## config.mk

```make
export PLATFORM = sky130hd
export DESIGN_NAME = kmc_spram
export DESIGN_NICKNAME = d
export VERILOG_FILES = /design/src/rtl/kmc_sppkg.sv /design/src/rtl/kmc_spram_clr.sv /design/src/rtl/kmc_spram.sv
export SDC_FILE = /design/constraint.sdc
export NUM_CORES = 1
export LEC_CHECK = 0
export CAP_MARGIN = 10
export CORE_ASPECT_RATIO = 0.9
export CORE_MARGIN = 8
export CORE_UTILIZATION = 36
export DETAILED_ROUTE_END_ITERATION = 8
export HOLD_SLACK_MARGIN = 0.08
export SLEW_MARGIN = 0
export SYNTH_ARGS = -nofsm -noshare
export SYNTH_HDL_FRONTEND = slang
export SYNTH_SLANG_ARGS = --single-unit
```

## constraint.sdc

```tcl
create_clock -name clk -period 2.46 [get_ports clk]
set_input_delay 0.492 -clock clk [delete_from_list [all_inputs] [get_ports clk]]
set_output_delay 0.492 -clock clk [all_outputs]
set_load 0.01 [all_outputs]
```

## src/rtl/kmc_sppkg.sv

```systemverilog
// Shared definitions for the KMC scratch-pad RAM: clear-FSM states, default
// geometry (also used by the CRAM decode) and the word parity helper.
package kmc_sppkg;

  localparam int SP_DWIDTH = 8;
  localparam int SP_AWIDTH = 4;

  typedef enum logic {
    SP_CLEAR = 1'b0,
    SP_READY = 1'b1
  } sp_state_e;

  // Even parity; callers zero-extend, which leaves the parity unchanged.
  function automatic logic sp_parity(input logic [63:0] d);
    return ^d;
  endfunction

endpackage

```

## src/rtl/kmc_spram_clr.sv

```systemverilog
// Clear engine: sweeps every word once after reset or on spCLR, restarting
// from word 0 whenever spCLR arrives mid-sweep.
module kmc_spram_clr
  import kmc_sppkg::*;
#(
  parameter int AWIDTH = SP_AWIDTH
) (
  input  logic              clk,
  input  logic              rst,
  input  logic              clr_i,
  output logic              busy_o,
  output logic [AWIDTH-1:0] addr_o,
  output logic              we_o
);

  localparam logic [AWIDTH-1:0] LAST = '1;

  sp_state_e         state_q, state_d;
  logic [AWIDTH-1:0] cnt_q, cnt_d;

  always_ff @(posedge clk or posedge rst) begin
    if (rst) begin
      state_q <= SP_CLEAR;
      cnt_q   <= '0;
    end else begin
      state_q <= state_d;
      cnt_q   <= cnt_d;
    end
  end

  // Terminal detect by compare so the counter never wraps into a second pass.
  always_comb begin
    state_d = state_q;
    cnt_d   = cnt_q;
    unique case (state_q)
      SP_CLEAR: begin
        if (clr_i) begin
          cnt_d = '0;
        end else if (cnt_q == LAST) begin
          state_d = SP_READY;
          cnt_d   = '0;
        end else begin
          cnt_d = cnt_q + 1'b1;
        end
      end
      SP_READY: begin
        if (clr_i) begin
          state_d = SP_CLEAR;
          cnt_d   = '0;
        end
      end
      default: begin
        state_d = SP_CLEAR;
        cnt_d   = '0;
      end
    endcase
  end

  assign busy_o = (state_q == SP_CLEAR);
  assign we_o   = busy_o;
  assign addr_o = cnt_q;

endmodule

```

## src/rtl/kmc_spram.sv

```systemverilog
// Parametrised KMC scratch-pad RAM: one write port, two registered-address
// read ports, sequential clear engine. Optional parity: KMCSP_PARITY_EN.
module kmc_spram
  import kmc_sppkg::*;
#(
  parameter int                DWIDTH = SP_DWIDTH,
  parameter int                AWIDTH = SP_AWIDTH,
  parameter logic [DWIDTH-1:0] CLRVAL = '0
) (
  input  logic              clk,
  input  logic              rst,
  input  logic              spCLKEN,
  input  logic              spWR,
  input  logic [AWIDTH-1:0] spWADDR,
  input  logic [DWIDTH-1:0] spDIN,
  input  logic              spRAZERO,
  input  logic [AWIDTH-1:0] spRADDRA,
  input  logic [AWIDTH-1:0] spRADDRB,
  input  logic              spCLR,
  output logic [DWIDTH-1:0] spDOUTA,
  output logic [DWIDTH-1:0] spDOUTB,
  output logic              spBUSY,
  output logic              spPERR
);

  localparam int DEPTH = 2**AWIDTH;
`ifdef KMCSP_PARITY_EN
  localparam int MW = DWIDTH + 1;
`else
  localparam int MW = DWIDTH;
`endif

  logic              busy, clr_we;
  logic [AWIDTH-1:0] clr_addr;

  kmc_spram_clr #(.AWIDTH(AWIDTH)) u_clr (
    .clk    (clk),
    .rst    (rst),
    .clr_i  (spCLR),
    .busy_o (busy),
    .addr_o (clr_addr),
    .we_o   (clr_we)
  );

  logic [MW-1:0]     mem [DEPTH];
  logic              we;
  logic [AWIDTH-1:0] waddr;
  logic [DWIDTH-1:0] wdat;
  logic [MW-1:0]     wword;

  // Core writes only land in READY; the sweep owns the port while clearing.
  assign we    = clr_we | (spWR & spCLKEN);
  assign waddr = clr_we ? clr_addr : spWADDR;
  assign wdat  = clr_we ? CLRVAL : spDIN;
`ifdef KMCSP_PARITY_EN
  assign wword = {sp_parity(64'(wdat)), wdat};
`else
  assign wword = wdat;
`endif

  always_ff @(posedge clk) begin
    if (we) mem[waddr] <= wword;
  end

  logic [AWIDTH-1:0] raddra_q, raddrb_q;

  always_ff @(posedge clk or posedge rst) begin
    if (rst) begin
      raddra_q <= '0;
      raddrb_q <= '0;
    end else begin
      raddra_q <= spRAZERO ? '0 : spRADDRA;
      raddrb_q <= spRADDRB;
    end
  end

  logic [MW-1:0] rda, rdb;
  assign rda = mem[raddra_q];
  assign rdb = mem[raddrb_q];

  assign spDOUTA = busy ? CLRVAL : rda[DWIDTH-1:0];
  assign spDOUTB = busy ? CLRVAL : rdb[DWIDTH-1:0];
  assign spBUSY  = busy;

`ifdef KMCSP_PARITY_EN
  logic perr_q, perr_d;

  assign perr_d = (rda[DWIDTH] != sp_parity(64'(rda[DWIDTH-1:0]))) |
                  (rdb[DWIDTH] != sp_parity(64'(rdb[DWIDTH-1:0])));

  always_ff @(posedge clk or posedge rst) begin
    if (rst)       perr_q <= 1'b0;
    else if (busy) perr_q <= 1'b0;
    else           perr_q <= perr_d;
  end

  assign spPERR = perr_q;
`else
  assign spPERR = 1'b0;
`endif

endmodule

```

== After elaboration in Yosys (flattened, before gate mapping) ==
Memory sizes are Yosys's and may differ from the RTL's.
Index checks and enable logic that the tools add are counted.
Widths: inputs -> output; s select.

* Add/subtract/negate cells: 1
* Equality and inequality tests: 2
* Mux-type cells: 15
* Bitwise gates (word level): 3

{| class="wikitable"
|+ Operator list
! operator !! number
|-
| $mux 8 || 3
|-
| $mux 4 || 5
|-
| $pmux 4 s2 || 1
|-
| $mux 1 || 5
|-
| $add 4x1->4 const B || 1
|-
| $eq 4x4->1 const B || 1
|-
| $ne 2x2->1 const B || 1
|-
| $pmux 1 s2 || 1
|-
| $and 1x1->1 || 1
|-
| $not 1->1 || 1
|-
| $or 1x1->1 || 1
|}

* Bits in registers: 13
* RAM bits: 128
* Input bits: 26
* Output and inout bits: 18
* Word-level logic and storage cells: 26
* Memories kept: 1

{| class="wikitable"
|+ Memory list
! memory !! depth !! bits a word !! rd ports !! clocked after Yosys merged registers in !! write ports !! RTL line !! source
|-
| mem || 16 || 8 || 2 || 0 || 1 || kmc_spram.sv:45 || <nowiki>logic [MW-1:0] mem [DEPTH];</nowiki>
|}

== Logic depth before layout (Yosys ltp) ==
Gate-level depths: netlist of run 1.

* Depth in word-level cells: 4
* Gate-level depth with buffers: 7
* Mapped depth without buffers: 4

== Cells and area by module ==
From an unflattened synthesis of run 1, not the netlist that was laid out.

* Cell total of the unflattened synthesis: 408
* Area total of the unflattened synthesis: 6812.8 um^2

{| class="wikitable"
|+ Modules (own cells, without submodules)
! module !! times used !! cells an instance !! area each (um^2) !! sequential area each (um^2)
|-
| kmc_spram || 1 || 383 || 6558.8 || 4043.9
|-
| kmc_spram_clr || 1 || 25 || 254.0 || 125.1
|}

== Worst setup path before layout of run 1 ==
No wires, ideal clock.

* Kind: register to output
* Start: reg raddra_q[0]
* End: out spDOUTA[6]
* Arrival: 1.432 ns
* Data required time: 1.968 ns
* Slack: 0.536 ns
* Stages on the path, launching flop included: 7
* Buffers on the path: 2
* Cells stage by stage: dfrtp_1 > buf_6 > buf_6 > mux4_2 > nand2b_1 > nand3_1 > nand2_1

* Word-level cells in the longest chain between the ends: 2

{| class="wikitable"
|+ RTL lines
! what !! RTL line !! source
|-
| start: declaration || kmc_spram.sv:65 || <nowiki>logic [AWIDTH-1:0] raddra_q, raddrb_q;</nowiki>
|-
| start signal: assignment || kmc_spram.sv:72 || <nowiki>raddra_q <= spRAZERO ? '0 : spRADDRA;</nowiki>
|-
| $mem_v2 16x8 || - ||
|-
| $mux 8 || kmc_spram.sv:81 || <nowiki>assign spDOUTA = busy ? CLRVAL : rda[DWIDTH-1:0];</nowiki>
|-
| end: declaration || kmc_spram.sv:20 || <nowiki>output logic [DWIDTH-1:0] spDOUTA,</nowiki>
|}

Every way passes these cells.

== Worst setup path in the final report of run 1 ==
* Start: reg raddra_q[0]
* End: out spDOUTA[4]

The elaborated chain is that of the path after synthesis.

==> reports/results.tsv, run 1 <==
stage	metric	value	unit
global_routing	grt_util_all_layers	0.1639	
sta	setup_ws	-0.2049	ns
logic_synthesis	synth_top_family_by_area	multiplexers	
sta	rsz0062_at_grt	yes	
floorplanning	design.portCount	44	
detailed_routing	wl_per_cell	23.56	µm
worst_setup_path	rrSetupSlack	0.10	ns
detailed_routing	vias_per_cell	5.554	
logic_synthesis	async_flop_share	0.09220	
placement	pre_cts_slack	-0.08626	ns
sta	max_slew_margin	0.3083	
logic_synthesis	synth_xor_area_frac	0.001301	
global_routing	grt_max_degree	20	
placement	portBuffers	42	
logic_synthesis	synth-simple-area-share	0.07043	
worst_setup_path	critical_path_class	register to output port	
final_layout	final_nets	578	
worst_setup_path	r2r_start	u_clr.state_q	
sta	tightest_slew	1.034	ns
final_layout	final_cells	809	
floorplanning	dieArea	0.02334	mm²
final_layout	n_antenna_cell	0	
cts	cts_root_buffer	clkbuf_16	
global_routing	grt.overflow.total	0	
cts	cts_tree	done	
cts	cts.sinks	141	
sta	fmax	375.2	MHz
logic_synthesis	netlist_area	0.006733	mm²
logic_synthesis	synthMuxAreaShare	0.2109	
placement	gp_congestion	0.8383	
logic_synthesis	syn_inst	447	
detailed_routing	drt_iter0_drc	353	
final_layout	finalCoreUtilization	0.4804	
logic_synthesis	yosysTopAreaCell	edfxtp_1	
logic_synthesis	ys_top_cells_by_count	128 x edfxtp_1, 71 x mux2i_1, 28 x mux4_2	
floorplanning	rows	47	
detailed_routing	dr.pass1.iters	5	
power	power.density	656.4	mW/mm²
logic_synthesis	synth_top_area_frac	0.5709	
status	status	complete, but fails checks	
logic_synthesis	synth_seq_cells	141	
logic_synthesis	synthAdderAreaFrac	0.001858	
logic_synthesis	yosysMostFrequentCell	edfxtp_1	
logic_synthesis	synth_area_leaders	edfxtp_1 57%, mux2i_1 11%, mux4_2 9.4%	
logic_synthesis	netlist-cell-type-count	36	
logic_synthesis	synth_compound_area_frac	0.06560	
power	ir_drop	0.0005364	V
cts	cts_buffers	17	
worst_setup_path	critPathLaunchType	register	
power	fin_total_pwr	5785	µW
worst_setup_path	arrival	2.17	ns
floorplanning	die_y	145.7	µm
floorplanning	core_area	0.01835	mm²
placement	dp_cells	755	
detailed_routing	postRouteAntennaNets	0	
final_layout	area_delta_synth_final	30.90	%
global_routing	grt_pass1_vias	4827	
power	leakagePower	0.003303	µW
cts	clkTransAtPathRegs	0.06	ns
cts	clk_latency	0.43	ns
detailed_routing	finalWirelength	19.06	mm
min_path	hp-class	primary input to asynchronous set/reset pin	
logic_synthesis	yosys_warnings	0	
logic_synthesis	synth_ff_type	edfxtp_1	
worst_setup_path	critPathMaxFanout	4	
worst_setup_path	required	1.97	ns
sta	fin_tns_setup	-1.892	ns
sta	hold_violations	0	
cts	cts_max_level	4	
worst_setup_path	crit_path_start	raddra_q[0]	
sta	setup_violations	15	
detailed_routing	post-route-drc-count	0	
global_routing	grt_pass1_wl	28.37	mm
cts	postCtsHoldBufs	0	
sta	timing.final.crit_share	1.083	
detailed_routing	num_vias	4493	
worst_setup_path	cp-end-kind	output port	
floorplanning	die_x	160.2	µm
status	violations	negative setup slack	
global_routing	antenna_found_initial	0	
floorplanning	initial_utilization	0.3670	
final_layout	fill_cells	1578	
sta	finClkSkew	0.005810	ns
placement	dpl.hpwl	12.91	mm
worst_setup_path	r2r-end	mem[2][7]	
final_layout	drive_gt1_frac	0.3457	
logic_synthesis	synthesis.nets	474	
logic_synthesis	yosysSeqAreaShare	0.6192	
sta	drv_slew	0	
worst_setup_path	reg2reg_depth	5	
run	maxCapViolations	0	
logic_synthesis	synth_edf_count	128	
logic_synthesis	avgSynthCellArea	15.06	µm²
sta	min_period	2.665	ns
cts	cts_max_path_buffers	2	
[layer usage]
metal	share of wire	vias to the layer above	wire [µm]	GRT usage
met5	0	-	0	0
met4	0.022	0	415	0.06256
met3	0.069	39	1314	0.04440
met2	0.48	195	9194	0.2614
met1	0.43	2271	8134	0.2094
li1	-	1988	-	-
[power breakdown]
group          switching [µW]  total, µW  internal [µW]
sequential               38.7       2690           2650
combinational             274        566            292
clock                     969       2530           1570
total                    1280       5790           4500
[state kept, by name, summed over array words and instances, names as in the netlist]
signal	cells
mem	128
raddra_q	4
raddrb_q	4
u_clr.addr_o	4
u_clr.state_q	1
[worst max-delay path, cell delays in order (launching register included)]
cell and delay, ns:
dfrtp_2 0.46, buf_6 0.14, buf_6 0.09, mux4_2 0.48
mux2_4 0.28, nand2_2 0.07, o21ai_2 0.07, buf_2 0.16
[stage by stage]
step	instance area, µm²	hold WS, ns
CTS	8616	0.4179
global route	8813	0.4833
global placement	7697	0.5597
detailed placement	7697	0.5750
floorplan	6733	0.3690
finish	8813	0.4182
[kinds of logic (layout without fill, tap and decap cells)]
| family | Yosys count | after routing |
|---|---|---|
| AND/OR/NAND/NOR | 100 | 100 |
| flip-flops | 141 | 141 |
| buffers and inverters | 32 | 149 |
| XOR/XNOR | 1 | 1 |
| multiplexers | 106 | 106 |
| adder cells (fa/ha/maj) | 1 | 1 |
| AO/OA/AOI/OAI | 65 | 65 |
| other | 1 | 1 |
[placed cells by master, fill, tap and decap left out, types with 3 or more instances in the layout]
| cell type | n |
|---|---|
| bufinv_16 | 3 |
| o221ai_2 | 5 |
| a21oi_1 | 9 |
| buf_2 | 13 |
| nand2b_1 | 3 |
| mux2i_1 | 64 |
| a22oi_2 | 5 |
| nand3_2 | 8 |
| o21ai_1 | 6 |
| mux4_2 | 28 |
| a22oi_1 | 18 |
| buf_6 | 15 |
| nand2_1 | 25 |
| o21ai_2 | 7 |
| and2_1 | 9 |
| clkdlybuf4s50_1 | 26 |
| dfrtp_2 | 3 |
| clkinv_1 | 5 |
| buf_16 | 3 |
| mux2i_2 | 5 |
| nor2_1 | 25 |
| buf_4 | 43 |
| o22ai_2 | 3 |
| inv_1 | 6 |
| clkinv_2 | 4 |
| nand3_1 | 6 |
| edfxtp_1 | 128 |
| mux2_1 | 6 |
| nand2b_4 | 5 |
| nor2b_1 | 6 |
| buf_12 | 8 |
| dfrtp_1 | 10 |
| clkbuf_16 | 18 |
| nor2b_2 | 3 |
| a221oi_1 | 3 |
[repair_timing]
item | CTS | global route
gates cloned | 4 | 1
resized for setup | 110 | 37
setup buffers | 13 | 5
pin swaps | 17 | 24
setup endpoints to repair | 16 | 16
[worst max path at each step]
stage	end	slack, ns	cells after the start
2_1_floorplan	spDOUTA[6]	0.54	6
3_3_place_gp	spDOUTA[0]	-0.10	5
3_5_place_dp	spDOUTA[7]	-0.09	6
4_1_cts	spDOUTA[0]	-0.24	6
5_1_grt	spDOUTA[0]	-0.26	6
6_report	spDOUTA[4]	-0.20	7
[cell type report]
| cell class | instances | area (µm²) | area share |
|---|---|---|---|
| clock buffer | 17 | 425.4 | 0.04827 |
| clock inverter | 15 | 153.9 | 0.01746 |
| timing repair buffer | 111 | 1105 | 0.1254 |
| inverter | 6 | 22.52 | 0.002555 |
| sequential | 141 | 4173 | 0.4735 |
| multi-input combinational | 274 | 2628 | 0.2981 |
| tap | 245 | 306.5 | 0.03478 |
No activity file was read; power rests on OpenSTA's default activity.
==> run 2, diff against run 1 <==
Settings changed: TNS_END_PERCENT from default to 5.
==> run 2 against run 1 <==
The run still ends with negative setup slack left. Final area fell by 1.9%. Hold slack better by 0.0073 ns. Setup slack better by 0.0040 ns. Maximum frequency is 0.15% higher. Register-to-register slack better by 0.02 ns. Sequential power barely moved. Critical endpoint unchanged. Largest power group unchanged. Highest routed layer unchanged.
==> reports/results.tsv, run 2 (same netlist as run 1, synthesis figures left out) <==
stage	metric	value	unit	change
sta	setup_violations	16		+1
cts	clkTransAtPathRegs	0.06	ns	about the same
final_layout	largest_reg_flops	128		unchanged
placement	dpl.hpwl	12.91	mm	unchanged
detailed_routing	drt_iter0_drc	287		-19%
sta	setup_ws	-0.2009	ns	+0.004006 ns
min_path	hp-class	primary input to asynchronous set/reset pin		
final_layout	final_cell_mix	128 x edfxtp_1, 69 x mux2i_1, 52 x buf_4		
global_routing	grt_util_all_layers	0.1624		-0.001468
power	leakagePower	0.003270	µW	-0.98%
final_layout	finalInstanceArea	0.008650	mm²	-1.9%
cts	clk_latency	0.43	ns	about the same
worst_setup_path	critPathMaxFanout	4		unchanged
final_layout	final_nets	575		-0.52%
sta	rsz0062_at_grt	yes		
floorplanning	initial_utilization	0.3670		unchanged
global_routing	grt_pass1_vias	4774		-1.1%
sta	min_period	2.661	ns	-0.004006 ns
power	ir_drop	0.0005254	V	-2.0%
detailed_routing	num_vias	4470		-0.51%
status	violations	negative setup slack		
final_layout	n_antenna_cell	0		unchanged
worst_setup_path	critical_path_class	register to output port		
placement	gp_congestion	0.8383		unchanged
floorplanning	rows	47		unchanged
worst_setup_path	arrival	2.17	ns	about the same
cts	cts_tree	done		
global_routing	antenna_found_initial	0		unchanged
detailed_routing	wl_per_cell	23.14	µm	-1.8%
sta	max_slew_margin	0.3481		+0.03976
power	fin_total_pwr	5749	µW	-0.63%
cts	cts_buffers	17		unchanged
placement	pre_cts_slack	-0.08626	ns	unchanged
cts	cts_max_level	4		unchanged
floorplanning	dieArea	0.02334	mm²	unchanged
final_layout	area_delta_synth_final	28.47	%	
floorplanning	die_x	160.2	µm	unchanged
status	status	complete, but fails checks		
floorplanning	die_y	145.7	µm	unchanged
cts	cts_root_buffer	clkbuf_16		
sta	timing.final.crit_share	1.082		-0.001628
sta	fin_tns_setup	-2.059	ns	-0.1670 ns
detailed_routing	postRouteAntennaNets	0		unchanged
detailed_routing	post-route-drc-count	0		unchanged
detailed_routing	dr.pass1.iters	5		unchanged
floorplanning	core_area	0.01835	mm²	unchanged
final_layout	top_register	mem		
run	maxCapViolations	0		unchanged
sta	drv_slew	0		unchanged
cts	cts.sinks	141		unchanged
worst_setup_path	required	1.97	ns	about the same
detailed_routing	vias_per_cell	5.546		-0.14%
cts	cts_max_path_buffers	2		unchanged
global_routing	grt_pass1_wl	28.16	mm	-0.73%
sta	hold_violations	0		unchanged
detailed_routing	finalWirelength	18.65	mm	-2.1%
final_layout	drive_gt1_frac	0.3084		-0.03737
sta	finClkSkew	0.007247	ns	+0.001436 ns
worst_setup_path	critPathLaunchType	register		
worst_setup_path	cp-end-kind	output port		
floorplanning	design.portCount	44		unchanged
global_routing	grt_max_degree	20		unchanged
sta	fmax	375.8	MHz	+0.15%
power	power.density	664.7	mW/mm²	+1.3%
placement	dpl-instance-area	0.007697	mm²	unchanged
final_layout	layout_commonest_cell	edfxtp_1		
global_routing	grt.overflow.total	0		unchanged
sta	tightest_slew	0.9743	ns	-0.05943 ns
placement	portBuffers	42		unchanged
[run 2: timing repair]
action                     in CTS  in global routing
setup buffers                  11                  5
gates resized for setup        92                 15
setup endpoints to repair      16                 16
gates cloned                    3                  0
pin swaps                      11                  6
hold buffers                    0                  0
[run 2: report_power, final]
| group | switching (µW) | internal [µW] | total, µW | leakage [µW] |
|---|---|---|---|---|
| clock | 960 | 1570 | 2530 | 0.000284 |
| sequential | 36.8 | 2650 | 2680 | 0.00140 |
| combinational | 263 | 277 | 539 | 0.00158 |
| total | 1260 | 4490 | 5750 | 0.00327 |
[run 2: final timing paths]
check,from,end,slack [ns],cells past startpoint
max in group asynchronous,rst,raddrb_q[0],1.61,2
max,raddra_q[0],spDOUTA[4],-0.20,7
min,rst,u_clr.addr_o[3],0.43,2
min in group clk,spRADDRB[0],raddrb_q[0],0.50,1
min reg2reg,u_clr.addr_o[2],u_clr.addr_o[2],0.58,2
max reg2reg,u_clr.state_q,mem[10][3],0.12,5
[run 2: worst max-delay path, cell delays in order (launching register included)]
cell	delay [ns]
dfrtp_2	0.47
buf_6	0.14
buf_6	0.09
mux4_2	0.47
mux2_4	0.28
nand2_2	0.07
o21ai_2	0.07
buf_2	0.16
[run 2: final cells by class]
| cell class | instances | area, µm² |
|---|---|---|
| Fill cell | 1595 | 9698 |
| Clock buffer | 17 | 425.4 |
| Clock inverter | 15 | 153.9 |
| Sequential cell | 141 | 4172 |
| Inverter | 6 | 22.52 |
| Multi-Input combinational cell | 274 | 2554 |
| Tap cell | 245 | 306.5 |
| Timing Repair Buffer | 108 | 1016 |
[run 2: metal layers]
metal / GRT usage / up-vias / routed length, µm
met5: 0 / - / 0
met4: 0.06489 / 0 / 332
met3: 0.04327 / 30 / 1219
met2: 0.2559 / 171 / 9020
met1: 0.2096 / 2287 / 8082
li1: - / 1982 / -
[run 2: per-stage QoR]
step | utilization | std cells | hold slack (ns)
final | 0.4714 | 806 | 0.4255
after global routing | 0.4714 | 806 | 0.4838
after CTS | 0.4656 | 801 | 0.4179
after detailed placement | 0.4195 | 755 | 0.5750
after global placement | 0.4195 | 755 | 0.5597
after floorplan | - | 447 | 0.3690
==> run 3, diff against run 2 <==
Settings changed: CORE_UTILIZATION 36 to 45, SETUP_SLACK_MARGIN from default to 0.4.
Clock period 2.46 ns to 3 ns, I/O delays scaled along.
==> run 3 against run 2 <==
Core utilization is 10 points higher. Combinational power is 21% lower. First-iteration DRC count increased by 57%. Global-route usage up 3.6 points. The flow now finishes without violations. Routed wire length is 0.65% lower. Non-clock buffer count down 14. Via count shrank 1.3%. Clock power is 25% lower. Count of clock-buffer cells in the layout grew 12. Critical path depth stayed put. Power fell by 21%. Clock skew is 0.0022 ns lower.
==> reports/results.tsv, run 3 (same netlist as run 1, synthesis figures left out) <==
stage	metric	value	unit	change
status	status	complete, no violations		
cts	clk_latency	0.42	ns	about the same
floorplanning	dieArea	0.01914	mm²	-18%
final_layout	n_antenna_cell	0		unchanged
power	pwr-share-comb	0.093		about the same
cts	cts_max_level	4		unchanged
power	leakagePower	0.003144	µW	-3.9%
final_layout	layout_commonest_cell	edfxtp_1		
sta	hold_violations	0		unchanged
sta	finClkSkew	0.005051	ns	-0.002196 ns
floorplanning	initial_utilization	0.4592		+0.09225
final_layout	area_delta_synth_final	25.52	%	
power	p_sw	974.9	µW	-23%
cts	cts_buffers	17		unchanged
global_routing	grt_max_degree	20		unchanged
sta	drv_slew	0		unchanged
sta	timing.final.crit_share	0.9256		
cts	postCtsHoldBufs	0		unchanged
sta	min_period	2.777	ns	
placement	pre_cts_slack	0.2733	ns	+0.3596 ns
sta	fmax	360.1	MHz	
final_layout	top_register	mem		
power	power.density	537.8	mW/mm²	-19%
sta	rsz0062_at_grt	yes		
global_routing	grt_pass1_vias	4540		-4.9%
final_layout	drive_gt1_frac	0.2633		-0.04512
final_layout	fill_cells	1158		-27%
power	switching_share	0.2145		-0.004616
worst_setup_path	cp-end-kind	output port		
detailed_routing	post-route-drc-count	0		unchanged
detailed_routing	dr.pass1.iters	5		unchanged
cts	cts.sinks	141		unchanged
floorplanning	rows	42		-11%
floorplanning	die_y	132.0	µm	-9.4%
cts	clkTransAtPathRegs	0.06	ns	about the same
run	maxCapViolations	0		unchanged
detailed_routing	wl_per_cell	24.88	µm	+7.5%
worst_setup_path	required	2.40	ns	+0.43 ns
global_routing	grt.overflow.total	0		unchanged
floorplanning	design.portCount	44		unchanged
global_routing	grt_util_all_layers	0.1988		+0.03634
final_layout	largest_reg_flops	128		unchanged
placement	portBuffers	42		unchanged
final_layout	final_cells	745		-7.6%
global_routing	antenna_found_initial	0		unchanged
cts	cts_tree	done		
worst_setup_path	critPathLaunchType	register		
final_layout	finalCoreUtilization	0.5764		+0.1050
detailed_routing	num_vias	4413		-1.3%
detailed_routing	finalWirelength	18.53	mm	-0.65%
detailed_routing	drt_iter0_drc	452		+57%
sta	tightest_slew	1.191	ns	+0.2167 ns
placement	dpl.hpwl	12.08	mm	-6.4%
sta	fin_tns_setup	0	ns	+2.059 ns
placement	dp_cells	693		-8.2%
sta	setup_ws	0.2233	ns	+0.4242 ns
power	ir_drop	0.0004259	V	-19%
min_path	hp-class	primary input to asynchronous set/reset pin		
final_layout	multiInputGateArea	0.002477	mm²	-3.0%
power	clkPwrFrac	0.421		-0.019
floorplanning	die_x	144.9	µm	-9.5%
final_layout	seqCellArea	0.004178	mm²	+0.15%
cts	cts_root_buffer	clkbuf_16		
cts	cts_max_path_buffers	2		unchanged
power	p_seq_frac	0.486		+0.019
worst_setup_path	critical_path_class	register to output port		
placement	gp_congestion	0.8153		-2.7%
power	p_int	3570	µW	-20%
worst_setup_path	arrival	2.18	ns	about the same
sta	setup_violations	0		-16
final_layout	final_nets	561		-2.4%
sta	max_slew_margin	0.2030		-0.1450
detailed_routing	postRouteAntennaNets	0		unchanged
final_layout	final_cell_mix	128 x edfxtp_1, 69 x mux2i_1, 34 x buf_4		
floorplanning	core_area	0.01466	mm²	-20%
worst_setup_path	critPathMaxFanout	18		+14
detailed_routing	vias_per_cell	5.923		+6.8%
global_routing	grt_pass1_wl	27.97	mm	-0.69%
[run 3: routing by layer]
| metal | track usage | share of wire | wire length, µm |
|---|---|---|---|
| met1 | 0.2647 | 0.44 | 8129 |
| met3 | 0.05594 | 0.076 | 1413 |
| met2 | 0.3091 | 0.47 | 8718 |
| met5 | 0 | 0 | 0 |
| met4 | 0.06188 | 0.015 | 272 |
[run 3: timing repair]
action                                  in CTS  in global routing
hold endpoints to repair                     0                  0
pin swaps                                    7                  4
resized for setup                           91                  7
gates cloned                                 5                  0
setup buffers                               14                  1
endpoints found under the setup margin      24                 18
[run 3: final timing paths]
check | endpoint | cells past startpoint | startpoint | slack [ns]
max in group asynchronous | u_clr.state_q | 2 | rst | 2.02
worst min-delay path | raddrb_q[1] | 2 | rst | 0.55
worst max-delay path | spDOUTB[5] | 7 | raddrb_q[0] | 0.22
min in group clk | u_clr.addr_o[2] | 2 | u_clr.addr_o[2] | 0.60
worst min register to register | u_clr.addr_o[2] | 2 | u_clr.addr_o[2] | 0.60
worst max register to register | mem[2][5] | 5 | u_clr.state_q | 0.50
[run 3: worst max-delay path, stage by stage, from the launching register on]
cell and delay [ns]:
dfrtp_2 0.47, buf_12 0.15, bufbuf_16 0.30, mux2i_1 0.13, a22oi_1 0.22, nand2_1 0.08
o22ai_1 0.16, clkdlybuf4s15_2 0.26
[run 3: cell type report]
| class | count | area share |
|---|---|---|
| clock buffer | 29 | 0.05804 |
| sequential | 141 | 0.4944 |
| tap | 198 | 0.02932 |
| inverter | 6 | 0.002665 |
| clock inverter | 3 | 0.004738 |
| timing repair buffer | 94 | 0.1177 |
| multi-input combinational | 274 | 0.2932 |
[run 3: through the flow]
step                      area [µm²]  power [µW]  hold WS, ns
after floorplan                 6733        2459       0.4770
after global placement          7501        2589       0.5695
after detailed placement        7501        2595       0.5999
after CTS                       8412        4555       0.5603
after global routing            8451        4679       0.6070
final                           8451        4544       0.5493
[run 3: power by group through the flow]
stage / registers, µW / logic [µW] / clock network, µW
global placement: 2240 / 347 / 0
CTS: 2210 / 418 / 1930
detailed placement: 2240 / 350 / 0
floorplan: 2230 / 233 / 0
global route: 2210 / 451 / 2010
finish: 2210 / 424 / 1910
